File: src/rtl/uart_sched_pkg.sv
// Shared definitions for the UART transmit scheduler and its arbiter.
package uart_sched_pkg;

    typedef enum logic [1:0] {
        IDLE      = 2'd0,
        WAIT_ACK  = 2'd1,
        WAIT_DONE = 2'd2,
        GAP       = 2'd3
    } sched_state_e;

    // Requester identities as seen on grant_id.
    localparam logic REQ_CPU  = 1'b0;
    localparam logic REQ_ECHO = 1'b1;

    localparam int DEF_ACK_TIMEOUT = 16;
    localparam int DEF_GAP_CYCLES  = 0;

endpackage

File: src/rtl/uart_tx_sched_rr_arb2.sv
// Two-way round-robin selector: picks the only full slot, or the one
// that did not win last time when both are full.
module rr_arb2
    import uart_sched_pkg::*;
(
    input  logic full0_i,
    input  logic full1_i,
    input  logic last_grant_i,
    output logic gnt_valid_o,
    output logic gnt_id_o
);

    // Pure combinational pick; the caller owns the last_grant register.
    always_comb begin
        gnt_valid_o = full0_i | full1_i;
        gnt_id_o    = REQ_CPU;
        if (full0_i && full1_i) begin
            gnt_id_o = ~last_grant_i;
        end else if (full1_i) begin
            gnt_id_o = REQ_ECHO;
        end
    end

endmodule

File: src/rtl/uart_tx_sched.sv
// Shares one UART sender between the CPU store path and the RX echo path.
// Each source has a one-byte holding slot; slots are served round-robin and
// each launch waits for the sender's busy handshake to rise and then fall.
module uart_tx_sched
    import uart_sched_pkg::*;
#(
    parameter int DATA_W      = 8,
    parameter int ACK_TIMEOUT = DEF_ACK_TIMEOUT,
    parameter int GAP_CYCLES  = DEF_GAP_CYCLES,
    parameter int CNT_W       = 16
) (
    input  logic              sysclk,
    input  logic              reset,
    input  logic              req0_valid,
    input  logic [DATA_W-1:0] req0_data,
    output logic              req0_ready,
    input  logic              req1_valid,
    input  logic [DATA_W-1:0] req1_data,
    output logic              req1_ready,
    input  logic              tx_busy,
    output logic              tx_en,
    output logic [DATA_W-1:0] tx_data,
    output logic              grant_id,
    output logic              sched_busy,
    output logic              err_pulse,
    output logic [CNT_W-1:0]  sent_cnt,
    output logic [CNT_W-1:0]  err_cnt
);

    localparam int WCNT_W = $clog2(ACK_TIMEOUT);
    localparam int GCNT_W = (GAP_CYCLES > 1) ? $clog2(GAP_CYCLES) : 1;
    localparam logic [WCNT_W-1:0] WCNT_MAX = WCNT_W'(ACK_TIMEOUT - 1);
    localparam logic [GCNT_W-1:0] GCNT_MAX = GCNT_W'(GAP_CYCLES - 1);

    sched_state_e        state_q;
    logic                full0_q, full1_q;
    logic [DATA_W-1:0]   hold0_q, hold1_q;
    logic                tx_en_q;
    logic [DATA_W-1:0]   tx_data_q;
    logic                grant_id_q;
    logic                last_grant_q;
    logic                err_pulse_q;
    logic [WCNT_W-1:0]   wcnt_q;
    logic [GCNT_W-1:0]   gcnt_q;
    logic [CNT_W-1:0]    sent_cnt_q;
    logic [CNT_W-1:0]    err_cnt_q;

    logic                gnt_valid;
    logic                gnt_id;
    logic                launch_d;
    logic [DATA_W-1:0]   launch_data_d;

    rr_arb2 u_arb (
        .full0_i      (full0_q),
        .full1_i      (full1_q),
        .last_grant_i (last_grant_q),
        .gnt_valid_o  (gnt_valid),
        .gnt_id_o     (gnt_id)
    );

    assign launch_d      = (state_q == IDLE) && gnt_valid;
    assign launch_data_d = (gnt_id == REQ_ECHO) ? hold1_q : hold0_q;

    assign req0_ready = ~full0_q;
    assign req1_ready = ~full1_q;
    assign tx_en      = tx_en_q;
    assign tx_data    = tx_data_q;
    assign grant_id   = grant_id_q;
    assign sched_busy = (state_q != IDLE);
    assign err_pulse  = err_pulse_q;
    assign sent_cnt   = sent_cnt_q;
    assign err_cnt    = err_cnt_q;

    // Slot 0 (CPU): capture on handshake, free when its byte is launched.
    always_ff @(posedge sysclk or negedge reset) begin
        if (!reset) begin
            full0_q <= 1'b0;
            hold0_q <= '0;
        end else if (req0_valid && !full0_q) begin
            hold0_q <= req0_data;
            full0_q <= 1'b1;
        end else if (launch_d && (gnt_id == REQ_CPU)) begin
            full0_q <= 1'b0;
        end
    end

    // Slot 1 (echo): same behaviour as slot 0.
    always_ff @(posedge sysclk or negedge reset) begin
        if (!reset) begin
            full1_q <= 1'b0;
            hold1_q <= '0;
        end else if (req1_valid && !full1_q) begin
            hold1_q <= req1_data;
            full1_q <= 1'b1;
        end else if (launch_d && (gnt_id == REQ_ECHO)) begin
            full1_q <= 1'b0;
        end
    end

    // Scheduler FSM: launch, wait for busy to rise (or time out), wait for
    // busy to fall, optional idle gap; all outputs registered here.
    always_ff @(posedge sysclk or negedge reset) begin
        if (!reset) begin
            state_q      <= IDLE;
            tx_en_q      <= 1'b0;
            tx_data_q    <= '0;
            grant_id_q   <= REQ_CPU;
            last_grant_q <= REQ_ECHO;
            err_pulse_q  <= 1'b0;
            wcnt_q       <= '0;
            gcnt_q       <= '0;
            sent_cnt_q   <= '0;
            err_cnt_q    <= '0;
        end else begin
            tx_en_q     <= 1'b0;
            err_pulse_q <= 1'b0;
            case (state_q)
                IDLE: begin
                    if (gnt_valid) begin
                        tx_data_q    <= launch_data_d;
                        grant_id_q   <= gnt_id;
                        last_grant_q <= gnt_id;
                        tx_en_q      <= 1'b1;
                        wcnt_q       <= '0;
                        state_q      <= WAIT_ACK;
                    end
                end
                WAIT_ACK: begin
                    if (tx_busy) begin
                        state_q <= WAIT_DONE;
                    end else if (wcnt_q == WCNT_MAX) begin
                        err_pulse_q <= 1'b1;
                        if (err_cnt_q != {CNT_W{1'b1}}) begin
                            err_cnt_q <= err_cnt_q + CNT_W'(1);
                        end
                        state_q <= IDLE;
                    end else begin
                        wcnt_q <= wcnt_q + WCNT_W'(1);
                    end
                end
                WAIT_DONE: begin
                    if (!tx_busy) begin
                        sent_cnt_q <= sent_cnt_q + CNT_W'(1);
                        gcnt_q     <= '0;
                        if (GAP_CYCLES > 0) begin
                            state_q <= GAP;
                        end else begin
                            state_q <= IDLE;
                        end
                    end
                end
                GAP: begin
                    if (gcnt_q == GCNT_MAX) begin
                        state_q <= IDLE;
                    end else begin
                        gcnt_q <= gcnt_q + GCNT_W'(1);
                    end
                end
                default: state_q <= IDLE;
            endcase
        end
    end

endmodule

File: config.mk
export PLATFORM = sky130hd
export DESIGN_NAME = uart_tx_sched
export DESIGN_NICKNAME = d
export VERILOG_FILES = /design/src/rtl/uart_sched_pkg.sv /design/src/rtl/uart_tx_sched_rr_arb2.sv /design/src/rtl/uart_tx_sched.sv
export SDC_FILE = /design/constraint.sdc
export NUM_CORES = 1
export LEC_CHECK = 0
export BUFFER_PORTS_ARGS = -buffer_cell sky130_fd_sc_hd__buf_2
export CAP_MARGIN = 20
export CORE_MARGIN = 5
export CORE_UTILIZATION = 58
export CTS_CLUSTER_DIAMETER = 100
export DETAILED_ROUTE_END_ITERATION = 8
export PLACE_DENSITY = 0.84
export RECOVER_POWER = 50
export SYNTH_ARGS = -nofsm -noshare
export SYNTH_HDL_FRONTEND = slang
export SYNTH_HIERARCHICAL = 1
export SYNTH_SLANG_ARGS = --single-unit
File: constraint.sdc
create_clock -name sysclk -period 3.2 [get_ports sysclk]
set_clock_uncertainty 0.05 [all_clocks]
set_input_delay 0.48 -clock sysclk [delete_from_list [all_inputs] [get_ports sysclk]]
set_output_delay 0.48 -clock sysclk [all_outputs]
set_load 0.02 [all_outputs]
==> reports/metrics.cfg, run 1 <==
[global_route]
grt_antenna_before_repair=0
busiest_layer=met2
grt_pass1_vias=2325
grt_usage=0.1949
grt_start_max_net_pins=27
grt_pass1_wl_um=10950
grtUsageMet2=0.3178
grt_util_met3=0.05429
use_met1=0.2458
grt_overflow=0

[timing]
fin_crit_ns=2.139
max_slew_margin=0.1355
period_share=0.6684
setup_viol_count_final=0
fmax_mhz=467.5
worst_slew_pin_slew_ns=1.297
fin_ws_ns=1.061
slew_violations=0
rsz0062_at_grt=no
finalHoldViolCount=0
setup_tns_ns=0

[cts]
cts_buffer_depth=2
clk_latency_ns=0.33
holdBufCountCts=0
cts-root-buf=clkbuf_8
htree_levels=3
ctsResizeCount=0
cts.sinks=69
cts_made_buffers=9
post_cts_buffers=0
clk_pin_slew_ns=0.08
cts_tree=yes

[logic_synthesis]
synth_flop_cell=dfrtp_1
syn_nets=292
synthTopCellsByArea=dfrtp_1, mux2_2, xor2_1
synth.distinct_cells=47
syn_area_um2=3136
syn_inst=268
seq_area_frac_synth=0.5511
avgSynthCellArea_um2=11.70
synth_common_cells=dfrtp_1, xor2_1, mux2_2
yosys_register_bits=69
synth.most_common_cell=dfrtp_1
yosysTopAreaCell=dfrtp_1
yosys_warnings=6
synth_edf_count=0
synth.top_cell.area_share=0.5427
synthArstFlopShare=1.000

[detailed_routing]
drc=0
drt_first_pass_iters=6
vias=2274
via_per_inst=5.453
wl_per_cell_um=15.21
drtAntennaViolNets=0
finalWirelength_um=6342
drt_iter0_drc=150

[worst_setup_path]
required_ns=3.38
crit_path_start_kind=flop
worstSetupEndpointType=flop
critPathKind=reg2reg
crit_arrival_ns=2.32
cp_max_fo=20
reg2reg_depth=5

[placement]
place_congestion=0.7649
hpwlAfterDp_um=4539
port_buffers=66
placed_cell_area_um2=3556
place_inst=401
place_ws_ns=1.307

[flow_run]
cap_violations=0

[die]
ios=67
initial_core_util=0.6062
coreArea_um2=5172
die_x_um=83.53
die_y_um=83.53
rows=26
dieArea_um2=6976

[finish]
drive_gt1_frac=0.2824
area_delta_synth_final_pct=18.83
num-fill-cells=392
diodes=0
layout.nets=366
stdcell_area_um2=3726
layout.cells.non_filler=417

[power]
irDropWorstVdd_mv=0.5121
p_per_area_nw_per_um2=776.9
p_leak_nw=1.868

[status]
status=finished, final reports clean

[hold_path]
hold_path.class=in2reg
min_path_cells=2

-- power breakdown --
group | switching [mW] | leakage (nW) | internal [mW] | total [mW]
combinational | 0.491 | 0.912 | 0.393 | 0.884
sequential | 0.196 | 0.860 | 1.12 | 1.31
clock | 0.337 | 0.0954 | 0.362 | 0.699
-- layout make-up --
type | instances | area, um2 | share of cell area
Inverter | 12 | 45.04 | 0.01209
Timing Repair Buffer | 70 | 330.3 | 0.08865
Clock inverter | 7 | 76.32 | 0.02048
Tap cell | 70 | 87.58 | 0.02351
Sequential cell | 69 | 1728 | 0.4637
Clock buffer | 9 | 123.9 | 0.03324
Multi-Input combinational cell | 180 | 1335 | 0.3583
-- cell families after synthesis --
logic type	synth area share
AND/OR/NAND/NOR	0.1732
adder cells (fa/ha/maj)	0.01197
flip-flops	0.5511
XOR/XNOR	0.08380
AO/OA/AOI/OAI	0.05507
buffers and inverters	0.02314
multiplexers	0.1018
-- per-layer routing --
| layer | up-vias | share of wire |
|---|---|---|
| li1 | 1095 | - |
| met1 | 1106 | 0.44 |
| met2 | 63 | 0.49 |
| met3 | 10 | 0.052 |
| met4 | 0 | 0.013 |
| met5 | - | 0 |
-- path summary, 6_finish.rpt --
path / startpoint / endpoint / slack [ns]
max: state_q[0]$_DFFE_PN0P_ / full1_q$_DFFE_PN0P_ / 1.06
min: req1_data[6] / hold1_q[6]$_DFFE_PN0P_ / 0.31
max reg2reg: state_q[0]$_DFFE_PN0P_ / full1_q$_DFFE_PN0P_ / 1.06
min reg2reg: last_grant_q$_DFFE_PN1P_ / last_grant_q$_DFFE_PN1P_ / 0.44
max in group asynchronous: reset / hold0_q[2]$_DFFE_PN0P_ / 1.14
min in group asynchronous: reset / sent_cnt[12]$_DFFE_PN0P_ / 0.36
-- metrics by stage --
step,power (mW),hold WS [ns],util
6_report,2.895,0.3137,0.7204
3_5_place_dp,2.239,0.4308,0.6875
5_1_grt,3.093,0.2895,0.7204
4_1_cts,2.943,0.07481,0.7262
2_1_floorplan,1.953,0.1344,-
3_3_place_gp,2.195,0.4102,0.6875
-- registers in the layout (all words and copies together) (netlist names) --
| name | count |
|---|---|
| sent_cnt | 16 |
| tx_en | 1 |
| gcnt_q | 1 |
| full0_q | 1 |
| state_q | 2 |
| last_grant_q | 1 |
| tx_data | 8 |
| err_pulse | 1 |
| hold0_q | 8 |
| hold1_q | 8 |
| grant_id | 1 |
| wcnt_q | 4 |
| err_cnt | 16 |
| full1_q | 1 |
-- worst max-delay path, stage by stage, from the launching register on --
cell	delay, ns
dfrtp_1	0.54
nand2b_1	0.28
nor2_1	0.10
clkbuf_1	0.65
nand2_1	0.20
a21o_1	0.22
-- cell usage in the layout (no fill, tap or decap), drive strengths merged, types with 5 or more instances in the layout --
cell,instances
nand2,14
and3,5
xor2,20
buf,50
nor3,9
nor2,17
nor4,5
inv,12
nand3,12
nand4,10
a21oi,9
xnor2,10
clkbuf,29
mux2i,9
mux2,20
dfrtp,68
Note: power is estimated with default switching activity, not from simulation.
==> run 2, diff against run 1 <==
Settings changed: CORE_UTILIZATION 58 to 54, PLACE_DENSITY 0.84 to 0.79.
Clock period 3.2 ns to 2.08 ns, I/O delays scaled along.
==> run 2 against run 1 <==
Effect of this change:
- clock power rose by 53%
- global-route usage fell by 1.1 points
- largest power group unchanged
- sequential power rose by 51%
- worst setup slack got worse by 0.87 ns
- critical endpoint is now sched_busy
- combinational power rose by 63%
==> reports/metrics.cfg, run 2 (same netlist as run 1, synthesis figures left out) <==
[global_route]
grt_pass1_vias=2264  ; -2.6%
grt_overflow=0  ; unchanged
grt_antenna_before_repair=0  ; unchanged
grt_usage=0.1844  ; -0.01052
grt_pass1_wl_um=10770  ; -1.6%
grt_start_max_net_pins=43  ; +59%

[placement]
port_buffers=66  ; unchanged
place_congestion=0.8423  ; +10%
hpwlAfterDp_um=4535  ; about the same
place_ws_ns=0.3065  ; -1.000 ns

[flow_run]
cap_violations=0  ; unchanged

[cts]
clk_pin_slew_ns=0.07  ; about the same
holdBufCountCts=1  ; +1
cts_buffer_depth=2  ; unchanged
cts_tree=yes
cts.sinks=69  ; unchanged
cts-root-buf=clkbuf_8
post_cts_buffers=0  ; unchanged
ctsResizeCount=0  ; unchanged
htree_levels=3  ; unchanged
clk_latency_ns=0.34  ; about the same
cts_made_buffers=9  ; unchanged

[die]
rows=27  ; +3.8%
dieArea_um2=7430  ; +6.5%
die_x_um=86.20  ; +3.2%
coreArea_um2=5574  ; +7.8%
initial_core_util=0.5625  ; -0.04368
die_y_um=86.20  ; +3.2%
ios=67  ; unchanged

[timing]
fmax_mhz=530.6
slew_violations=0  ; unchanged
fin_ws_ns=0.1953  ; -0.8657 ns
period_share=0.9061
rsz0062_at_grt=no
setup_viol_count_final=0  ; unchanged
setup_tns_ns=0  ; unchanged
worst_slew_pin_slew_ns=1.011  ; -0.2861 ns
max_slew_margin=0.3263  ; +0.1907
finalHoldViolCount=0  ; unchanged
fin_crit_ns=1.885

[worst_setup_path]
reg2reg_depth=5  ; unchanged
crit_arrival_ns=1.52  ; -0.80 ns
crit_family=buffers and inverters
max_stage_delay_ns=0.40  ; -0.25 ns
path_cells=clkbuf_1 -> or2_2 -> buf_2
cp.depth=3  ; -2
cpMaxStageDelayCell=dfrtp_1
cp_max_fo=15  ; -25%
critPathKind=reg2out
crit_path_start_kind=flop
worstSetupEndpointType=primary output
required_ns=1.72  ; -1.66 ns
critPathBufInv=2  ; +1

[detailed_routing]
via_per_inst=5.345  ; -2.0%
vias=2261  ; -0.57%
finalWirelength_um=6306  ; -0.57%
drc=0  ; unchanged
drtAntennaViolNets=0  ; unchanged
wl_per_cell_um=14.91  ; -2.0%
drt_iter0_drc=97  ; -35%
drt_first_pass_iters=4  ; -2

[finish]
layout.nets=371  ; +1.4%
final_common_cell=dfrtp_1
area_delta_synth_final_pct=19.79
diodes=0  ; unchanged
drive_gt1_frac=0.2792  ; -0.003218
layout_common_cells=dfrtp_1, buf_2, clkbuf_1

[power]
p_per_area_nw_per_um2=1196  ; +54%
p_leak_nw=1.895  ; +1.5%
irDropWorstVdd_mv=0.7560  ; +48%

[status]
status=finished, final reports clean

[hold_path]
min_path_cells=2  ; unchanged
hold_path.class=in2reg

==> run 2: cell types whose count changed in the layout (fill, tap and decap cells not counted), sizes merged <==
cell         previous run  this run
clkbuf                 29        36
clkinv                  4         0
buf                    50        52
clkinvlp                2         0
dlygate4sd3             0         1
==> run 2: worst register-to-register path, delay by kind of cell, from the launching register on <==
kind	cells	cell delay, ns
DFF	1	0.43
adders and majority gates	1	0.25
muxes	1	0.33
and+or+nand+nor	3	0.66
==> run 2: report_power, final <==
part	leakage (nW)	internal, mW	switching (mW)
Clock	0.0968	0.615	0.459
Combinational	0.938	0.641	0.796
Sequential	0.860	1.72	0.264
==> run 2: area by class of cell <==
class | count | area (um2)
fill | 440 | 1818
clock inverter | 1 | 30.03
sequential | 69 | 1728
clock buffer | 14 | 162.7
multi-input combinational | 180 | 1335
tap | 72 | 90.09
timing repair buffer | 75 | 365.4
inverter | 12 | 45.04
==> run 2: routing by layer <==
layer  vias up  global-route usage  share of wire  wire, um
li1       1107                   -              -         -
met1      1085              0.2447           0.45      2834
met2        58              0.2908           0.48      3050
met3        11             0.03232          0.049       311
met4         0             0.09632          0.017       109
met5         -                   0              0         0
==> run 2: final timing paths <==
check,slack [ns],startpoint,endpoint
max,0.20,state_q[1]$_DFFE_PN0P_,sched_busy
min,0.15,req1_data[1],hold1_q[1]$_DFFE_PN0P_
max reg2reg,0.26,err_cnt[1]$_DFFE_PN0P_,err_cnt[1]$_DFFE_PN0P_
min reg2reg,0.43,sent_cnt[15]$_DFFE_PN0P_,sent_cnt[15]$_DFFE_PN0P_
max in group asynchronous,0.60,reset,hold1_q[0]$_DFFE_PN0P_
min in group asynchronous,0.61,reset,sent_cnt[15]$_DFFE_PN0P_
==> run 2: stage by stage <==
stage	area (um2)	hold WS (ns)	utilization	total power, mW	cells
after CTS	3816	0.1446	0.6846	4.578	423
after global routing	3756	0.1498	0.6739	4.795	423
after global placement	3613	0.2721	0.6483	3.431	407
final	3756	0.1524	0.6739	4.492	423
after detailed placement	3613	0.2686	0.6483	3.502	407
after floorplan	3136	-0.03359	-	3.005	268
==> run 3, diff against run 2 <==
Settings changed: PLACE_DENSITY 0.79 to 0.76.
==> run 3 against run 2 <==
Effect of this change:
- total power is 1.2% higher
- critical path depth stayed put
- sequential power hardly changed
- via count is 0.13% higher
- cell count is 0.47% higher
- maximum frequency is 0.11% lower
- design area is 0.43% higher
- worst hold slack better by 0.0059 ns
- highest routed layer unchanged
- first-iteration DRC count is 31% lower
- worst setup slack worse by 0.0021 ns
- largest power group unchanged
- combinational power hardly changed
- critical path type unchanged
- non-clock buffer count is 1 higher
- largest cell class unchanged
==> reports/metrics.cfg, run 3 (same netlist as run 1, synthesis figures left out) <==
[status]
status=finished, final reports clean

[finish]
layout_common_cells=dfrtp_1, buf_2, clkbuf_1
area_delta_synth_final_pct=20.31
diodes=0  ; unchanged
final_common_cell=dfrtp_1
multiInputGateArea_um2=1335  ; unchanged
drive_gt1_frac=0.2890  ; +0.009750
layout.nets=372  ; +0.27%
final-seq-area_um2=1728  ; unchanged
num-fill-cells=470  ; +6.8%

[worst_setup_path]
crit_arrival_ns=1.52  ; about the same
cp_max_fo=15  ; unchanged
path_cells=clkbuf_1 -> or2_2 -> buf_2
crit_path_start_kind=flop
max_stage_delay_ns=0.39  ; about the same
critPathKind=reg2out
required_ns=1.72  ; about the same
cpMaxStageDelayCell=dfrtp_1
worstSetupEndpointType=primary output

[timing]
fin_ws_ns=0.1933  ; -0.002058 ns
slew_violations=0  ; unchanged
max_slew_margin=0.3145  ; -0.01179
holdWs_ns=0.1582  ; +0.005874 ns
setup_viol_count_final=0  ; unchanged
period_share=0.9071  ; +0.0009894
worst_slew_pin_slew_ns=1.028  ; +0.01769 ns
rsz0062_at_grt=no
setup_tns_ns=0  ; unchanged
finalHoldViolCount=0  ; unchanged
fmax_mhz=530.0  ; -0.11%
fin_crit_ns=1.887  ; +0.002058 ns

[cts]
cts-root-buf=clkbuf_8
cts_tree=yes
htree_levels=3  ; unchanged
clk_pin_slew_ns=0.08  ; about the same
cts_buffer_depth=2  ; unchanged
ctsResizeCount=0  ; unchanged
cts_made_buffers=9  ; unchanged
clk_latency_ns=0.34  ; about the same
holdBufCountCts=1  ; unchanged
post_cts_buffers=0  ; unchanged
cts.sinks=69  ; unchanged

[die]
ios=67  ; unchanged
dieArea_um2=7430  ; unchanged
die_x_um=86.20  ; unchanged
initial_core_util=0.5625  ; unchanged
rows=27  ; unchanged
die_y_um=86.20  ; unchanged
coreArea_um2=5574  ; unchanged

[detailed_routing]
via_per_inst=5.327  ; -0.34%
wl_per_cell_um=15.14  ; +1.6%
drtAntennaViolNets=0  ; unchanged
drt_iter0_drc=67  ; -31%
finalWirelength_um=6435  ; +2.0%
drc=0  ; unchanged
drt_first_pass_iters=4  ; unchanged
vias=2264  ; +0.13%

[power]
irDropWorstVdd_mv=0.6819  ; -9.8%
total_power_mw=4.546  ; +1.2%
p_per_area_nw_per_um2=1205  ; +0.76%
p_leak_nw=1.889  ; -0.31%

[flow_run]
cap_violations=0  ; unchanged

[global_route]
grt_antenna_before_repair=0  ; unchanged
grt_pass1_vias=2267  ; +0.13%
grt_start_max_net_pins=43  ; unchanged
grt_overflow=0  ; unchanged
grt_usage=0.1877  ; +0.003296
grt_pass1_wl_um=11030  ; +2.4%

[placement]
place_ws_ns=0.3051  ; -0.001417 ns
hpwlAfterDp_um=4702  ; +3.7%
place_congestion=0.8297  ; -1.5%
port_buffers=66  ; unchanged

[hold_path]
hold_path.class=in2reg

[run 3: cell count changes in the layout (fill, tap and decap cells not counted)]
cell,previous run,this run
buf_2,48,46
buf_4,4,6
clkbuf_1,23,21
clkbuf_8,11,10
clkinv_2,0,2
clkinvlp_4,0,3
[run 3: routing by layer]
layer	global-route usage	up-vias	part of all wire
met3	0.03992	6	0.046
li1	-	1105	-
met2	0.2894	45	0.50
met5	0	-	0
met4	0.07649	0	0.0085
met1	0.2597	1108	0.45
[run 3: final timing paths]
kind                       cells after the start                  endpoint  slack [ns]                startpoint
max in group asynchronous                      3  sent_cnt[15]$_DFFE_PN0P_        0.58                     reset
min in group asynchronous                      3    hold0_q[5]$_DFFE_PN0P_        0.60                     reset
min reg2reg                                    1  sent_cnt[15]$_DFFE_PN0P_        0.43  sent_cnt[15]$_DFFE_PN0P_
max reg2reg                                    4    err_cnt[1]$_DFFE_PN0P_        0.27    err_cnt[8]$_DFFE_PN0P_
max                                            3                sched_busy        0.19    state_q[1]$_DFFE_PN0P_
min                                            2    hold0_q[1]$_DFFE_PN0P_        0.16              req0_data[1]
[run 3: metrics by stage]
step                area [um2]  cells    util
finish                    3772    425  0.6768
detailed placement        3596    408  0.6451
floorplan                 3136    268       -
global route              3772    425  0.6768
global placement          3596    408  0.6451
CTS                       3806    425  0.6828
[run 3: cell type report]
type / count / share of cell area
clock buffers: 10 / 0.03648
well taps: 72 / 0.02388
clock inverters: 6 / 0.01658
flip-flops and latches: 69 / 0.4580
repair buffers: 76 / 0.09917
multi-input cells: 180 / 0.3539
inverters: 12 / 0.01194
[run 3: worst max-delay path: cells and delay by family (launching register included)]
family / cells / cell delay [ns]
flip-flops: 1 / 0.39
AND/OR/NAND/NOR: 1 / 0.36
buffers and inverters: 2 / 0.44
[run 3: report_power, final]
group          internal (mW)  leakage (nW)  switching (mW)  total, mW
sequential              1.72         0.860           0.269       1.99
clock                  0.582        0.0943           0.504       1.09
combinational          0.663         0.935           0.812       1.47
total                   2.96          1.89            1.59       4.55
